[config.mk]
export PLATFORM = sky130hd
export DESIGN_NAME = act_pwl_pipe
export DESIGN_NICKNAME = d
export VERILOG_FILES = /design/src/rtl/act_pwl_pkg.sv /design/src/rtl/act_pwl_segsel.sv /design/src/rtl/act_pwl_pipe.sv
export SDC_FILE = /design/constraint.sdc
export NUM_CORES = 2
export LEC_CHECK = 0
export BUFFER_PORTS_ARGS = -buffer_cell sky130_fd_sc_hd__clkbuf_2
export CAP_MARGIN = 20
export CORE_ASPECT_RATIO = 2
export CORE_MARGIN = 4
export CORE_UTILIZATION = 50
export CTS_CLUSTER_SIZE = 14
export DETAILED_ROUTE_END_ITERATION = 16
export PLACE_DENSITY = 0.66
export SLEW_MARGIN = 20
export SYNTH_ARGS = -nofsm -noshare
export SYNTH_HDL_FRONTEND = slang
export SYNTH_SLANG_ARGS = --single-unit
[constraint.sdc]
create_clock -name clk -period 7.84 [get_ports clk]
set_input_delay 2.352 -clock clk [delete_from_list [all_inputs] [get_ports clk]]
set_output_delay 2.352 -clock clk [all_outputs]
set_load 0.02 [all_outputs]
[src/rtl/act_pwl_pkg.sv]
`default_nettype none
// ============================================================================
// Module : act_pwl_pkg
// Brief  : Shared constants, segment entry type and saturation helper for the
//          programmable piecewise-linear activation unit.
// Rev    : 1.0
// ============================================================================
package act_pwl_pkg;

  localparam int C_DATA_W  = 16;
  localparam int C_FRAC_W  = 8;
  localparam int C_SEG_N   = 16;
  localparam int C_SHIFT_W = 5;

  typedef struct packed {
    logic [C_DATA_W-1:0]  bp;
    logic [C_SHIFT_W-1:0] shift;
    logic [C_DATA_W-1:0]  bias;
    logic                 zero;
  } seg_t;

  localparam seg_t C_SEG_RST = '{bp: '0, shift: '0, bias: '0, zero: 1'b1};

  // Clamp a sign-extended value into the signed range of a w-bit word.
  function automatic logic signed [63:0] sat(input logic signed [63:0] v, input int w);
    logic signed [63:0] hi;
    logic signed [63:0] lo;
    hi = (64'sd1 <<< (w - 1)) - 64'sd1;
    lo = -(64'sd1 <<< (w - 1));
    if (v > hi) return hi;
    if (v < lo) return lo;
    return v;
  endfunction

endpackage
`default_nettype wire

[src/rtl/act_pwl_segsel.sv]
`default_nettype none
// ============================================================================
// Module : act_pwl_segsel
// Brief  : Thermometer comparator returning the highest segment index whose
//          breakpoint does not exceed the sample (0 when below all).
// Rev    : 1.0
// ============================================================================
module act_pwl_segsel
  import act_pwl_pkg::*;
#(
  parameter int DATA_W = C_DATA_W,
  parameter int SEG_N  = C_SEG_N,
  parameter int IDX_W  = $clog2(SEG_N)
) (
  input  logic [DATA_W-1:0]            xm,
  input  logic [SEG_N-1:0][DATA_W-1:0] bp,
  output logic [IDX_W-1:0]             k
);

  logic [SEG_N-1:0] w_ge;

  for (genvar i = 0; i < SEG_N; i++) begin : g_cmp
    assign w_ge[i] = ($signed(xm) >= $signed(bp[i]));
  end

  // Entry 0 is the fallback, so its comparison result never matters.
  always_comb begin
    k = '0;
    for (int i = 1; i < SEG_N; i++) begin
      if (w_ge[i]) k = IDX_W'(i);
    end
  end

  logic w_unused_ge0;
  assign w_unused_ge0 = w_ge[0];

endmodule
`default_nettype wire

[src/rtl/act_pwl_pipe.sv]
`default_nettype none
// ============================================================================
// Module : act_pwl_pipe
// Brief  : Three-stage streaming piecewise-linear activation with a runtime
//          loadable segment table, odd symmetry and output saturation.
// Rev    : 1.0
// ============================================================================
module act_pwl_pipe
  import act_pwl_pkg::*;
#(
  parameter int DATA_W  = C_DATA_W,
  parameter int FRAC_W  = C_FRAC_W,
  parameter int SEG_N   = C_SEG_N,
  parameter int SHIFT_W = C_SHIFT_W
) (
  input  logic                       clk,
  input  logic                       rst_n,
  input  logic                       in_valid,
  output logic                       in_ready,
  input  logic [DATA_W-1:0]          in_x,
  input  logic                       in_odd,
  output logic                       out_valid,
  input  logic                       out_ready,
  output logic [DATA_W-1:0]          out_y,
  input  logic                       cfg_we,
  input  logic [$clog2(SEG_N)-1:0]   cfg_addr,
  input  logic [DATA_W-1:0]          cfg_bp,
  input  logic [SHIFT_W-1:0]         cfg_shift,
  input  logic [DATA_W-1:0]          cfg_bias,
  input  logic                       cfg_zero
);

  localparam int IDX_W = $clog2(SEG_N);

  // The binary point position never enters the datapath arithmetic.
  if (FRAC_W > DATA_W) begin : g_frac_unused
  end

  typedef struct packed {
    logic [DATA_W-1:0]  bp;
    logic [SHIFT_W-1:0] shift;
    logic [DATA_W-1:0]  bias;
    logic               zero;
  } entry_t;

  localparam entry_t c_rst_entry = '{bp: '0, shift: '0, bias: '0, zero: C_SEG_RST.zero};

  entry_t                       r_tbl [SEG_N];
  logic [SEG_N-1:0][DATA_W-1:0] w_bp;
  logic [IDX_W-1:0]             w_k;
  entry_t                       w_sel;
  logic [DATA_W-1:0]            w_xm;
  logic                         w_en;

  logic                         r1_valid, r1_odd, r1_zero;
  logic [DATA_W-1:0]            r1_xm, r1_bp, r1_bias;
  logic [SHIFT_W-1:0]           r1_shift;
  logic                         r2_valid, r2_odd, r2_zero;
  logic [DATA_W:0]              r2_t;
  logic [DATA_W-1:0]            r2_bias;
  logic                         r_out_valid;
  logic [DATA_W-1:0]            r_out_y;

  logic signed [DATA_W:0]       w_d, w_t;
  logic signed [DATA_W+1:0]     w_sum, w_s;
  logic [DATA_W-1:0]            w_y;

  assign w_en      = ~r_out_valid | out_ready;
  assign in_ready  = w_en;
  assign out_valid = r_out_valid;
  assign out_y     = r_out_y;

  always_ff @(posedge clk or negedge rst_n) begin
    if (!rst_n) begin
      for (int i = 0; i < SEG_N; i++) r_tbl[i] <= c_rst_entry;
    end else if (cfg_we) begin
      r_tbl[cfg_addr] <= '{bp: cfg_bp, shift: cfg_shift, bias: cfg_bias, zero: cfg_zero};
    end
  end

  for (genvar i = 0; i < SEG_N; i++) begin : g_bp
    assign w_bp[i] = r_tbl[i].bp;
  end

  // |most-negative| has no positive twin, so it folds onto max positive.
  always_comb begin
    w_xm = in_x;
    if (in_odd && in_x[DATA_W-1]) begin
      if (in_x == {1'b1, {(DATA_W-1){1'b0}}}) w_xm = {1'b0, {(DATA_W-1){1'b1}}};
      else                                     w_xm = -in_x;
    end
  end

  act_pwl_segsel #(
    .DATA_W (DATA_W),
    .SEG_N  (SEG_N),
    .IDX_W  (IDX_W)
  ) u_segsel (
    .xm (w_xm),
    .bp (w_bp),
    .k  (w_k)
  );

  assign w_sel = r_tbl[w_k];

  assign w_d = $signed({r1_xm[DATA_W-1], r1_xm}) - $signed({r1_bp[DATA_W-1], r1_bp});
  assign w_t = w_d >>> r1_shift;

  assign w_sum = $signed({r2_t[DATA_W], r2_t}) + $signed({{2{r2_bias[DATA_W-1]}}, r2_bias});

  always_comb begin
    w_s = w_sum;
    if (r2_odd)  w_s = -w_sum;
    if (r2_zero) w_s = '0;
  end

  assign w_y = DATA_W'(sat({{(62-DATA_W){w_s[DATA_W+1]}}, w_s}, DATA_W));

  always_ff @(posedge clk or negedge rst_n) begin
    if (!rst_n) begin
      r1_valid    <= 1'b0;
      r1_odd      <= 1'b0;
      r1_zero     <= 1'b0;
      r1_xm       <= '0;
      r1_bp       <= '0;
      r1_bias     <= '0;
      r1_shift    <= '0;
      r2_valid    <= 1'b0;
      r2_odd      <= 1'b0;
      r2_zero     <= 1'b0;
      r2_t        <= '0;
      r2_bias     <= '0;
      r_out_valid <= 1'b0;
      r_out_y     <= '0;
    end else if (w_en) begin
      r1_valid    <= in_valid;
      r1_odd      <= in_odd;
      r1_zero     <= w_sel.zero;
      r1_xm       <= w_xm;
      r1_bp       <= w_sel.bp;
      r1_bias     <= w_sel.bias;
      r1_shift    <= w_sel.shift;
      r2_valid    <= r1_valid;
      r2_odd      <= r1_odd;
      r2_zero     <= r1_zero;
      r2_t        <= w_t;
      r2_bias     <= r1_bias;
      r_out_valid <= r2_valid;
      if (r2_valid) r_out_y <= w_y;
    end
  end

endmodule
`default_nettype wire

==> run summary <==
Vias = 33,239
DRC violations left = 0
crit start category = primary input
top-area cell type share of the netlist area = 42.40%
Crit path arrival time = 8.73 ns
ANT nets after route = 0
Syn Area/Cell = 10.47 um^2
GRT Total Usage = 30.88%
IO Port Bufs = 81
critical path fanouts, max = 6
Sink Count = 717
final core occ = 60.48%
final worst slack = -0.3293 ns
Layout area overhead = 20.19%
Pleak = 22.31 nW
setup tns final = -9.217 ns
htree depth = 3
# nets final = 4,610
Post-synth ARST share = 100.0%
Fin Clk Skew = 0.02524 ns
fmax = 122.4 MHz
Initial DRC Count = 2,365
final slew viol count = 0
Worst Hold Class = reg2reg
Syn Nets = 4,293
GP Congestion = 0.9621
Yosys top cell by area = dfrtp_1
RSZ-0062 raised after global routing = yes
layout cells sized above 1 = 31.10%
Slew headroom = 33.68%
multi-input logic area = 22,400 um^2
global-route wire length before repair = 207.4 mm
Worst EP required = 8.40 ns
post-synthesis cell area = 41,370 um^2
post-synthesis sequential area ratio = 43.42%
Detail Route met3 WL = 6.663 mm
Die Area = 87,680 um^2
Ports = 82
core area = 82,220 um^2
fillers = 6,783
WL met2 = 70.93 mm
status = finished with violations
max layer used = met4
Worst-path clk slew = 0.06 ns
drt wl/cell = 25.87 um
initial antenna violation count = 4
vias in the first global route = 34,460
Initial Utilization = 50.32%
top post-synthesis cells by area = dfrtp_1 (42%), mux2_2 (14%), ha_1 (8.3%)
hold buffer count at cts = 0
post-synthesis register bit count = 717
Final Hold Fails = 0
Clock Tree Root = clkbuf_16
failing checks = setup timing
worst hold slack = 0.4701 ns
largest net degree at the start of global routing = 144
Post-synth top cells = dfrtp_1 (701), mux2_2 (501), nand2_1 (339)
cell count after synthesis = 3,952
post-synthesis cell type count = 82
Die Width = 211.4 um
register area = 17,960 um^2
post-DP HPWL = 97.16 mm
met1 wire length = 49.75 mm
Crit. End Element = flip-flop
Top FF cell, synth = dfrtp_1
GRT overflow = 0
PwrDens = 343.3 nW/um^2
clk_lat worst skew = 0.67 ns
Post-synth EDFFs = 0
count leader, synth = dfrtp_1
1st-pass router iterations = 5
Inserted Clock Buffers = 69
Site Rows = 149
Post-Layout Cell Count = 5,377
crit path time final = 8.169 ns
Vias/cell = 6.182
Power Total = 17.07 mW
placed insts = 5,181
maximum vdd ir drop = 0.0002565 V
drt total wl = 139.1 mm
Setup CP Type = in2reg
fin crit share = 104.2%
endpoints failing setup = 38
clock buffer depth = 3
Die Height = 414.8 um
Worst-Margin Slew = 0.9925 ns
Max-cap violations = 0
CTS tree = built
synthesis warning total = 0
[power by group]
part           switching [mW]  internal [mW]  leakage, nW
Sequential              0.789           4.71         8.68
Clock                    1.55           1.87         1.09
Combinational            4.50           3.65         12.5
[placed cells by master, fill, tap and decap left out, drive strengths merged, types with 16 or more instances in the layout]
master  Yosys  final
a211oi    138    138
mux2i     145    145
a21oi     126    126
a31oi      25     25
buf        45    411
o31ai      19     19
a21o       30     30
ha        275    275
o32ai      76     76
nand2b     28     28
inv       277    280
o21ai     260    260
nand3     109    109
dfrtp     701    701
clkbuf    207    186
o21a       24     24
nor2      189    189
or3        17     17
nand2     339    339
nor2b      32     32
mux4       42     42
o211ai     52     52
xnor2      21     21
nand4      44     44
dfstp      16     16
mux2      501    501
nor3       34     34
[layer usage]
metal,vias up,GRT usage (%)
met1,16647,34.11
li1,14986,-
met2,1156,54.57
met5,-,0
met4,0,21.13
met3,450,3.909
[critical path, stage by stage]
cell	delay [ns]
clkbuf_16	0.14
buf_4	0.13
or3_1	0.36
or3_1	0.34
or3_1	0.35
or3_4	0.34
or3_4	0.37
nor3_4	0.13
nand2_1	0.11
o31ai_1	0.26
and2_4	0.24
buf_12	0.14
ha_1	0.25
and4_1	0.24
nand3_2	0.11
a211oi_2	0.07
nor4_2	0.32
mux2_2	0.38
or4_4	0.54
o32ai_4	0.26
buf_6	0.21
clkbuf_16	0.20
buf_12	0.14
buf_4	0.16
mux2i_4	0.25
a211oi_2	0.07
o211ai_1	0.26
[final cells by class]
cell class	instances	area share [%]
Tap cell	1057	2.660
Clock buffer	99	3.900
Sequential cell	717	36.13
Inverter	279	2.152
Timing Repair Buffer	498	9.517
Multi-Input combinational cell	2704	45.05
Clock inverter	21	0.5888
Antenna cell	2	0.01007
[logic make-up (layout without fill, tap and decap cells)]
kind of cell               after synthesis  count (layout)  share of synthesized area (%)
AOI/OAI and AO/OA                      857             857                          13.77
and+or+nand+nor                        848             848                          9.325
DFF                                    717             717                          43.42
muxes                                  688             688                          19.43
buffers and inverters                  531             897                          4.921
adders and majority gates              277             277                          8.414
xor gates and xnor gates                34              34                         0.7198
other                                    0               2                              0
[sequential cells by signal, summed over array words and instances (netlist names)]
register,flops
out_valid,1
r_tbl,608
r2_t,17
r1_odd,1
r1_bias,16
r1_valid,1
r1_zero,1
r2_odd,1
r1_shift,5
r1_bp,16
r1_xm,16
r2_zero,1
out_y,16
r2_valid,1
r2_bias,16
[stage by stage]
stage	cell area [um^2]	setup slack, ns
finish	49720	-0.3293
floorplan	41640	-0.6008
global placement	45770	-1.146
global route	49720	-0.5096
CTS	48990	-0.2394
detailed placement	45770	-1.186
[path summary, 6_finish.rpt]
check | startpoint | endpoint | slack [ns] | cells past startpoint
min in group asynchronous | rst_n | r_tbl[225]$_DFFE_PN0P_ | 1.67 | 1
max in group asynchronous | rst_n | r_tbl[204]$_DFFE_PN0P_ | 4.74 | 2
hold / removal | r1_odd$_DFFE_PN0N_ | r1_odd$_DFFE_PN0N_ | 0.47 | 2
setup reg to reg | r2_t[0]$_DFFE_PN0N_ | out_y[12]$_DFFE_PN0P_ | 3.24 | 13
setup / recovery | in_x[0] | r1_bias[3]$_DFFE_PN0N_ | -0.33 | 27
hold reg to reg | r1_odd$_DFFE_PN0N_ | r1_odd$_DFFE_PN0N_ | 0.47 | 2
[what timing repair did]
| action | 4_1_cts | 5_1_grt |
|---|---|---|
| buffers inserted | 53 | 11 |
| gates resized for setup | 88 | 117 |
| cloned | 4 | 8 |
| pin swaps | 39 | 42 |
| endpoints found under the setup margin | 38 | 38 |
Note: power is estimated with default switching activity, not from simulation.
